[config.mk]
export PLATFORM = sky130hd
export DESIGN_NAME = fetch_queue_flat
export DESIGN_NICKNAME = d
export VERILOG_FILES = /design/src/rtl/fetch_queue_if.sv /design/src/rtl/fetch_queue.sv /design/src/flat_wrapper.sv
export SDC_FILE = /design/constraint.sdc
export NUM_CORES = 1
export LEC_CHECK = 0
export CELL_PAD_IN_SITES_DETAIL_PLACEMENT = 2
export CELL_PAD_IN_SITES_GLOBAL_PLACEMENT = 2
export CORE_MARGIN = 1
export CORE_UTILIZATION = 40
export CTS_CLUSTER_SIZE = 20
export DETAILED_ROUTE_END_ITERATION = 10
export GPL_TIMING_DRIVEN = 0
export PLACE_DENSITY = 0.85
export SLEW_MARGIN = 20
export SYNTH_ARGS = -nofsm -noshare
export SYNTH_HDL_FRONTEND = slang
export SYNTH_SLANG_ARGS = --single-unit
[constraint.sdc]
create_clock -name clk -period 14.7 [get_ports clk]
set_clock_uncertainty 0.1 [all_clocks]
set_input_delay 2.94 -clock clk [delete_from_list [all_inputs] [get_ports clk]]
set_output_delay 2.94 -clock clk [all_outputs]
set_load 0.02 [all_outputs]
[src/rtl/fetch_queue_if.sv]
// Handshake bundle between fetch_queue, the instruction memory port and the IF/ID register.
// The master modport is the fetch_queue side; the slave modport is its environment.
interface fetch_queue_if #(
  parameter int PTR_WIDTH = 2
);
  logic                 req_valid;
  logic                 req_ready;
  logic [63:0]          req_addr;
  logic                 rsp_valid;
  logic [31:0]          rsp_inst;
  logic                 out_valid;
  logic                 out_ready;
  logic [63:0]          out_pc;
  logic [31:0]          out_inst;
  logic                 redirect_valid;
  logic [63:0]          redirect_pc;
  logic [PTR_WIDTH:0]   occupancy;

  modport master (
    output req_valid, req_addr, out_valid, out_pc, out_inst, occupancy,
    input  req_ready, rsp_valid, rsp_inst, out_ready, redirect_valid, redirect_pc
  );

  modport slave (
    input  req_valid, req_addr, out_valid, out_pc, out_inst, occupancy,
    output req_ready, rsp_valid, rsp_inst, out_ready, redirect_valid, redirect_pc
  );
endinterface

[src/rtl/fetch_queue.sv]
// Decoupled instruction fetch front end: sequential fetch, credit-limited issue, {pc,inst} FIFO, redirect flush.
// Optional FETCHQ_BYPASS_EN forwards a response straight to IF/ID when the FIFO is empty.
module fetch_queue #(
  parameter int          DEPTH     = 4,
  parameter int          PTR_WIDTH = 2,
  parameter logic [63:0] RESET_PC  = 64'h0
) (
  input logic           clk,
  input logic           reset,
  fetch_queue_if.master bus
);
  localparam int CW = PTR_WIDTH + 1;
  typedef logic [CW-1:0] cnt_t;

  logic [63:0]          pc_mem   [DEPTH];
  logic [31:0]          inst_mem [DEPTH];
  cnt_t                 wptr;
  cnt_t                 rptr;
  cnt_t                 outstanding;
  cnt_t                 drop;
  logic [63:0]          fetch_pc;
  logic [63:0]          rsp_pc;

  cnt_t                 occ;
  logic                 fifo_empty;
  logic [PTR_WIDTH-1:0] widx;
  logic [PTR_WIDTH-1:0] ridx;
  logic                 credit_ok;
  logic                 issue;
  logic                 drop_now;
  logic                 bypass_hit;
  logic                 take_bypass;
  logic                 push;
  logic                 pop;
  logic [63:0]          target_pc;

  // Live demand = buffered entries plus requests whose responses will be kept.
  function automatic logic has_credit(input cnt_t occ_in, input cnt_t outs_in, input cnt_t drop_in);
    logic [CW:0] load;
    load = {1'b0, occ_in} + {1'b0, outs_in} - {1'b0, drop_in};
    return load < (CW+1)'(DEPTH);
  endfunction

  assign occ        = wptr - rptr;
  assign fifo_empty = (wptr == rptr);
  assign widx       = wptr[PTR_WIDTH-1:0];
  assign ridx       = rptr[PTR_WIDTH-1:0];
  assign target_pc  = bus.redirect_pc & ~64'h3;

  assign credit_ok  = has_credit(occ, outstanding, drop);
  assign bus.req_valid = ~reset & ~bus.redirect_valid & credit_ok;
  assign bus.req_addr  = fetch_pc;
  assign issue         = bus.req_valid & bus.req_ready;

  assign drop_now = bus.rsp_valid & (drop != '0);

`ifdef FETCHQ_BYPASS_EN
  assign bypass_hit = fifo_empty & (drop == '0) & bus.rsp_valid & ~bus.redirect_valid;
`else
  assign bypass_hit = 1'b0;
`endif

  assign take_bypass = bypass_hit & bus.out_ready;
  assign push        = bus.rsp_valid & ~drop_now & ~bus.redirect_valid & ~take_bypass;
  assign pop         = ~fifo_empty & bus.out_ready & ~bus.redirect_valid;

  // Empty FIFO presents zeros unless a bypassed response is in flight this cycle.
  always_comb begin
    bus.out_valid = ~fifo_empty | bypass_hit;
    bus.out_pc    = 64'h0;
    bus.out_inst  = 32'h0;
    if (!fifo_empty) begin
      bus.out_pc   = pc_mem[ridx];
      bus.out_inst = inst_mem[ridx];
    end else if (bypass_hit) begin
      bus.out_pc   = rsp_pc;
      bus.out_inst = bus.rsp_inst;
    end
  end

  assign bus.occupancy = occ;

  always_ff @(posedge clk) begin
    if (push) begin
      pc_mem[widx]   <= rsp_pc;
      inst_mem[widx] <= bus.rsp_inst;
    end
  end

  // rsp_pc tracks the PC of the next kept response: kept responses are exactly
  // the sequential requests issued since the last redirect.
  always_ff @(posedge clk or posedge reset) begin
    if (reset) begin
      wptr        <= '0;
      rptr        <= '0;
      outstanding <= '0;
      drop        <= '0;
      fetch_pc    <= RESET_PC;
      rsp_pc      <= RESET_PC;
    end else begin
      outstanding <= outstanding + cnt_t'(issue) - cnt_t'(bus.rsp_valid);
      if (bus.redirect_valid) begin
        rptr     <= wptr;
        drop     <= outstanding - cnt_t'(bus.rsp_valid);
        fetch_pc <= target_pc;
        rsp_pc   <= target_pc;
      end else begin
        wptr <= wptr + cnt_t'(push);
        rptr <= rptr + cnt_t'(pop);
        drop <= drop - cnt_t'(drop_now);
        if (issue) fetch_pc <= fetch_pc + 64'd4;
        if (bus.rsp_valid && !drop_now) rsp_pc <= rsp_pc + 64'd4;
      end
    end
  end
endmodule

[src/flat_wrapper.sv]
// flat-port wrapper written by rule: the top's interface ports become plain ports
module fetch_queue_flat 
#(
  parameter int          DEPTH     = 4,
  parameter int          PTR_WIDTH = 2,
  parameter logic [63:0] RESET_PC  = 64'h0
)
  (clk, reset, bus_req_valid, bus_req_addr, bus_out_valid, bus_out_pc, bus_out_inst, bus_occupancy, bus_req_ready, bus_rsp_valid, bus_rsp_inst, bus_out_ready, bus_redirect_valid, bus_redirect_pc);
  fetch_queue_if #(.PTR_WIDTH(PTR_WIDTH)) bus_i ();
  input logic clk;
  input logic reset;
  output wire logic [$bits(bus_i.req_valid)-1:0] bus_req_valid;
  output wire logic [$bits(bus_i.req_addr)-1:0] bus_req_addr;
  output wire logic [$bits(bus_i.out_valid)-1:0] bus_out_valid;
  output wire logic [$bits(bus_i.out_pc)-1:0] bus_out_pc;
  output wire logic [$bits(bus_i.out_inst)-1:0] bus_out_inst;
  output wire logic [$bits(bus_i.occupancy)-1:0] bus_occupancy;
  input wire logic [$bits(bus_i.req_ready)-1:0] bus_req_ready;
  input wire logic [$bits(bus_i.rsp_valid)-1:0] bus_rsp_valid;
  input wire logic [$bits(bus_i.rsp_inst)-1:0] bus_rsp_inst;
  input wire logic [$bits(bus_i.out_ready)-1:0] bus_out_ready;
  input wire logic [$bits(bus_i.redirect_valid)-1:0] bus_redirect_valid;
  input wire logic [$bits(bus_i.redirect_pc)-1:0] bus_redirect_pc;
  assign bus_req_valid = bus_i.req_valid;
  assign bus_req_addr = bus_i.req_addr;
  assign bus_out_valid = bus_i.out_valid;
  assign bus_out_pc = bus_i.out_pc;
  assign bus_out_inst = bus_i.out_inst;
  assign bus_occupancy = bus_i.occupancy;
  assign bus_i.req_ready = bus_req_ready;
  assign bus_i.rsp_valid = bus_rsp_valid;
  assign bus_i.rsp_inst = bus_rsp_inst;
  assign bus_i.out_ready = bus_out_ready;
  assign bus_i.redirect_valid = bus_redirect_valid;
  assign bus_i.redirect_pc = bus_redirect_pc;
  fetch_queue #(.DEPTH(DEPTH), .PTR_WIDTH(PTR_WIDTH), .RESET_PC(RESET_PC)) u_core (.clk(clk), .reset(reset), .bus(bus_i));
endmodule
==> impl_metrics.yaml, run 1 <==
setup_path:
  setup.worst_path.start_class: "flop"
  cp_num_cells: 10
  path_class: "reg2out"
  critPathMaxStageDelay_ns: 0.58
  cp_cell_sequence: "clkbuf_1 > clkbuf_2 > buf_1 > inv_1 > ha_1 > and3_1 > clkbuf_2 > clkbuf_1 > nor2b_1 > clkdlybuf4s50_1"
  critical_path.top_delay_family: "buffers and inverters"
  ff2ff_path_depth: 15
  worstPathArrival_ns: 5.63
  crit_fanout: 10
  critical_path_buf_inv_count: 7
  endpoint_kind: "output port"
  cp_data_required_time_ns: 11.66
  slowest_stage: "clkbuf_2"
timing:
  rsz0062_at_grt: "false"
  max_freq_ghz: 0.1153
  finalHoldViolCount: 0
  relSlewSlack_pct: 20.85
  finalSetupTns_ns: 0
  slew_viol_final: 0
  period_share_pct: 59.01
  setup_viol: 0
  tightest_slew_ns: 1.187
  period_minus_slack_ns: 8.674
route:
  drc: 0
  via_count: 15190
  final_antenna_net_count: 0
  drt_iter0_markers: 1137
  finalWirelength_um: 79450
  via_per_inst: 5.764
  first_pass_iters: 5
  wl_per_cell_um: 30.14
clock_tree:
  cts_sinks: 512
  cts_max_level: 2
  ctsHoldBuffers: 0
  clk_pin_slew_ns: 0.06
  post_cts_buffers: 0
  cts_resized: 0
  worstSkewPairLatency_ns: 0.62
  clk_path_buf_depth: 3
  cts_tree: "done"
  cts_root_buffer: "clkbuf_16"
  cts_made_buffers: 55
logic_synthesis:
  yosys_warnings: 0
  synthArstFlopShare_pct: 26.56
  synthFlopType: "edfxtp_1"
  synth_cells: 1445
  synth_seq_cells: 512
  synth_edf_count: 376
  synth.avg_cell_area_um2: 15.44
  synth_seq_area_share_pct: 65.87
  synthDistinctLibCells: 58
  syn_area_um2: 22310
flow_run:
  cap_violations: 0
cells_and_area:
  nets: 1966
  layout-drive-gt1-share_pct: 17.53
  final_common_cell: "edfxtp_1"
  synthToLayoutAreaGrowth_pct: 26.20
  final_cell_mix: "edfxtp_1 (376), clkdlybuf4s50_1 (259), dfrtp_1 (136), nor2b_1 (96), mux4_2 (94)"
  diodes: 0
global_routing:
  grt.met1_usage_pct: 35.91
  use_met3_pct: 5.437
  antenna_found_initial: 3
  globalRouteTotalUtil_pct: 28.25
  grt_pass1_vias: 16850
  grt_overflow: 0
  grt.busiest_layer: "met2"
  grt_max_degree: 98
  grt_use_met2_pct: 46.42
  grt_pass1_wl_um: 116300
power_and_ir_drop:
  power_mw: 5.249
  p_leak_nw: 9.700
  irDropWorstVdd_v: 0.0001161
  p_per_area_nw_per_um2: 186.5
hold_path:
  hold_path_class: "reg2reg"
  hold_depth: 0
place:
  port_buffers: 259
  hpwl_um: 56250
  place.gp.congestion: 0.8819
floorplanning:
  die_w_um: 238.2
  placementRows: 86
  die_h_um: 238.2
  top_level_ports: 267
  start_util_pct: 40.49
  core_um2: 55090
  die_area_um2: 56720
outcome:
  status: "finished clean"
stage by stage:
stage / worst slack [ns] / cell area (um2) / hold WS (ns) / util (%) / std cells
3_3_place_gp: -6.840 / 25850 / 0.4100 / 46.92 / 2455
3_5_place_dp: 6.534 / 26370 / 0.4277 / 47.86 / 2534
6_report: 6.026 / 28150 / 0.4640 / 51.10 / 2636
5_1_grt: 5.833 / 28150 / 0.4791 / 51.10 / 2636
2_1_floorplan: 1.343 / 22320 / 0.3760 / - / 1448
4_1_cts: 5.929 / 28150 / 0.4667 / 51.09 / 2636
state kept, by name, indices dropped and copies added (netlist names):
name / cells
u_core.pc_mem: 248
u_core.inst_mem: 128
u_core.bus.req_addr: 62
u_core.rsp_pc: 62
u_core.drop: 3
u_core.outstanding: 3
u_core.rptr: 3
u_core.wptr: 3
cells in the mapped netlist (3+ instances only):
| cell type | instances | share of area, % |
|---|---|---|
| mux2i_1 | 5 | 0.22 |
| inv_1 | 34 | 0.57 |
| buf_4 | 5 | 0.17 |
| o21a_1 | 6 | 0.20 |
| a21o_1 | 3 | 0.10 |
| mux4_2 | 94 | 9.5 |
| and4_1 | 14 | 0.55 |
| or3_1 | 7 | 0.20 |
| nor3_1 | 31 | 0.70 |
| o21ai_0 | 22 | 0.49 |
| buf_1 | 10 | 0.17 |
| dfrtp_1 | 136 | 15 |
| nand2_1 | 65 | 1.1 |
| nor2_1 | 40 | 0.67 |
| and3_1 | 19 | 0.53 |
| a21boi_0 | 24 | 0.81 |
| nand4_1 | 57 | 1.6 |
| nand3_1 | 46 | 1.0 |
| o211ai_1 | 5 | 0.17 |
| nand2b_1 | 16 | 0.45 |
| ha_1 | 17 | 0.95 |
| or4_1 | 6 | 0.20 |
| a31oi_1 | 6 | 0.17 |
| xnor2_1 | 55 | 2.2 |
| fa_1 | 4 | 0.36 |
| or2_2 | 4 | 0.11 |
| o31a_1 | 5 | 0.20 |
| xor2_1 | 56 | 2.2 |
| edfxtp_1 | 376 | 51 |
| mux2_2 | 46 | 2.3 |
| a21oi_1 | 25 | 0.56 |
| clkbuf_1 | 53 | 0.89 |
| and2_1 | 5 | 0.14 |
| nor2b_1 | 96 | 2.7 |
| nor4_1 | 20 | 0.56 |
cell type report:
| type | count | area [um2] |
|---|---|---|
| sequential | 512 | 14690 |
| multi-input combinational | 830 | 7242 |
| buffer | 70 | 286.5 |
| clock buffer | 68 | 1510 |
| inverter | 36 | 142.6 |
| fill | 5158 | 26940 |
| clock inverter | 34 | 270.3 |
| tap | 748 | 935.9 |
| timing repair buffer | 338 | 3070 |
worst reg2reg max path, stage by stage, from the launching register on:
cell and delay [ns]:
dfrtp_1 0.47, inv_1 0.16, ha_1 0.22, fa_1 0.38
xnor2_1 0.51, fa_1 0.50, ha_1 0.22, xor2_1 0.15
and4bb_2 0.28, o21ai_1 0.67, clkinv_1 0.46, clkbuf_1 0.42
ha_1 0.33, fa_1 0.38, xor2_1 0.20, xnor2_1 0.14
metal layers:
layer | vias up | wire length, um
li1 | 6301 | -
met1 | 8053 | 31730
met2 | 635 | 38860
met3 | 202 | 4895
met4 | 2 | 3947
met5 | - | 13
path summary, 6_finish.rpt:
check / startpoint / end / slack, ns
worst min-delay path: u_core.rsp_pc[14] / u_core.pc_mem[0][14] / 0.46
worst max register to register: u_core.wptr[0] / u_core.outstanding[2] / 9.03
worst min register to register: u_core.rsp_pc[14] / u_core.pc_mem[0][14] / 0.46
min in group asynchronous: reset / u_core.bus.req_addr[49] / 2.65
worst max-delay path: u_core.rptr[1] / bus_out_inst[29] / 6.03
max in group asynchronous: reset / u_core.rsp_pc[20] / 11.04
logic make-up after synthesis:
logic type	count (synthesis)	synth area share [%]
AND/OR/NAND/NOR	442	11.42
adder cells (fa/ha/maj)	21	1.312
flip-flops	512	65.87
XOR/XNOR	111	4.358
multiplexers	145	12.04
buffers and inverters	106	1.879
other	1	0.01681
AO/OA/AOI/OAI	107	3.107
power breakdown:
| group | leakage, nW | switching [mW] | internal, mW |
|---|---|---|---|
| combinational | 3.86 | 1.17 | 0.892 |
| clock | 0.876 | 0.609 | 0.798 |
| sequential | 4.96 | 0.123 | 1.65 |
(Power assumes the default switching activity.)
==> inputs of run 2 (changes only) <==
- CORE_UTILIZATION: 40 -> 36
- PLACE_DENSITY: 0.85 -> 0.81
- clock period: 14.7 -> 7 ns (I/O delays scaled with it)
==> run 2 against run 1 <==
Critical path depth shrank 1; first-iteration DRC count fell by 7.5%; combinational power up 110%; total power increased by 110%; core utilization decreased by 4.6 points; sequential power up 110%; flip-flop and latch count did not move; via count decreased by 3.9%; wire length is 5.8% lower; largest cell class unchanged; largest power group unchanged.
==> impl_metrics.yaml, run 2 (synthesis results as in run 1) <==
route:
  drt_iter0_markers: 1052
  first_pass_iters: 5
  drc: 0
  wl_per_cell_um: 28.37
  finalWirelength_um: 74800
  final_antenna_net_count: 0
  via_count: 14600
  via_per_inst: 5.536
floorplanning:
  die_w_um: 250.9
  start_util_pct: 36.69
  top_level_ports: 267
  placementRows: 90
  core_um2: 60810
  die_h_um: 250.9
  die_area_um2: 62970
clock_tree:
  clk_path_buf_depth: 3
  cts_root_buffer: "clkbuf_16"
  post_cts_buffers: 0
  cts_tree: "done"
  ctsHoldBuffers: 0
  cts_max_level: 2
  cts_sinks: 512
  clk_pin_slew_ns: 0.06
  worstSkewPairLatency_ns: 0.61
  cts_made_buffers: 55
cells_and_area:
  layout-drive-gt1-share_pct: 16.06
  regMostFlops: "u_core.pc_mem"
  multi_input_comb_area_um2: 7272
  diodes: 0
  final_util_pct: 46.54
  largestRegisters: "u_core.pc_mem: 248 flops, u_core.inst_mem: 128 flops"
  nets: 1931
  seq_area_um2: 14690
  synthToLayoutAreaGrowth_pct: 26.87
  fill_cells: 5745
  final_common_cell: "edfxtp_1"
  largest_reg_flops: 248
  final_cell_mix: "edfxtp_1 (376), clkdlybuf4s50_1 (259), dfrtp_1 (136), nor2b_1 (96), mux4_2 (94)"
  finalInstanceArea_um2: 28300
timing:
  setup_viol: 0
  finalHoldViolCount: 0
  slew_viol_final: 0
  period_share_pct: 94.00
  max_freq_ghz: 0.1520
  fin_hold_ws_ns: 0.4483
  tightest_slew_ns: 1.100
  period_minus_slack_ns: 6.580
  rsz0062_at_grt: "false"
  finalWorstSetupSlack_ns: 0.4197
  relSlewSlack_pct: 26.11
flow_run:
  cap_violations: 0
place:
  place.gp.congestion: 0.8452
  port_buffers: 259
  place_ws_ns: 0.3397
  placed_area_um2: 26440
  hpwl_um: 54770
power_and_ir_drop:
  p_per_area_nw_per_um2: 389.1
  p_leak_nw: 9.570
  irDropWorstVdd_v: 0.0002329
global_routing:
  grt_overflow: 0
  globalRouteTotalUtil_pct: 24.06
  grt_pass1_vias: 16280
  grt_max_degree: 97
  antenna_found_initial: 2
  grt_pass1_wl_um: 111500
setup_path:
  crit_fanout: 19
  setup.worst_path.start_class: "flop"
  cp_data_required_time_ns: 5.50
  endpoint_kind: "output port"
  worstPathArrival_ns: 5.08
  path_class: "reg2out"
hold_path:
  hold_path_class: "reg2reg"
outcome:
  status: "finished clean"
-- run 2: changes by cell type in the layout (fill, tap and decap cells not counted), sizes merged --
cell	delta
buf	-35
clkbuf	+19
clkinv	-15
clkinvlp	-1
inv	-1
-- run 2: what timing repair did --
action | CTS | global route
endpoints found under the setup margin | 50 | 19
pin swaps | 0 | 0
endpoints found under the hold margin | 0 | 0
gates resized for setup | 0 | 2
-- run 2: final timing paths --
check / from / endpoint / slack, ns / cells after the start
min: u_core.rsp_pc[14] / u_core.pc_mem[3][14] / 0.45 / 0
min in group asynchronous: reset / u_core.outstanding[0] / 1.12 / 2
min reg2reg: u_core.rsp_pc[14] / u_core.pc_mem[3][14] / 0.45 / 0
max in group asynchronous: reset / u_core.rsp_pc[63] / 4.86 / 3
max reg2reg: u_core.wptr[0] / u_core.outstanding[2] / 1.32 / 15
max: u_core.rptr[1] / bus_out_inst[3] / 0.42 / 9
-- run 2: worst max-delay path: stages (launching register included) --
cell and delay, ns:
dfrtp_1 0.47, clkbuf_1 0.43, clkbuf_4 0.58, inv_1 0.25, ha_1 0.35, and3_1 0.53, clkbuf_2 0.61, clkbuf_1 0.49
nor2b_1 0.13, clkdlybuf4s50_1 0.59
-- run 2: routing by layer --
| layer | global-route usage (%) | up-vias | routed length (um) |
|---|---|---|---|
| li1 | - | 6236 | - |
| met1 | 31.07 | 7788 | 30880 |
| met2 | 40.82 | 453 | 37400 |
| met3 | 4.690 | 117 | 4213 |
| met4 | 7.613 | 4 | 2280 |
| met5 | 0 | - | 27 |
-- run 2: final cells by class --
class,instances,share of cell area [%]
repair buffers,304,10.85
inverters,36,0.5040
multi-input cells,830,25.69
well taps,782,3.457
flip-flops and latches,512,51.92
plain buffers,69,1.008
clock inverters,17,0.7427
clock buffers,87,5.827
-- run 2: through the flow --
stage / std cells / setup TNS, ns / total power [mW]
CTS: 2637 / 0 / 11.14
global placement: 2489 / -2487.66 / 7.947
global route: 2637 / 0 / 11.46
detailed placement: 2534 / 0 / 8.107
floorplan: 1448 / -338.11 / 6.034
finish: 2637 / 0 / 11.01
-- run 2: report_power, final --
| part | switching (mW) | internal [mW] | leakage [nW] |
|---|---|---|---|
| combinational | 2.41 | 1.88 | 3.70 |
| sequential | 0.258 | 3.47 | 4.96 |
| clock | 1.22 | 1.77 | 0.907 |
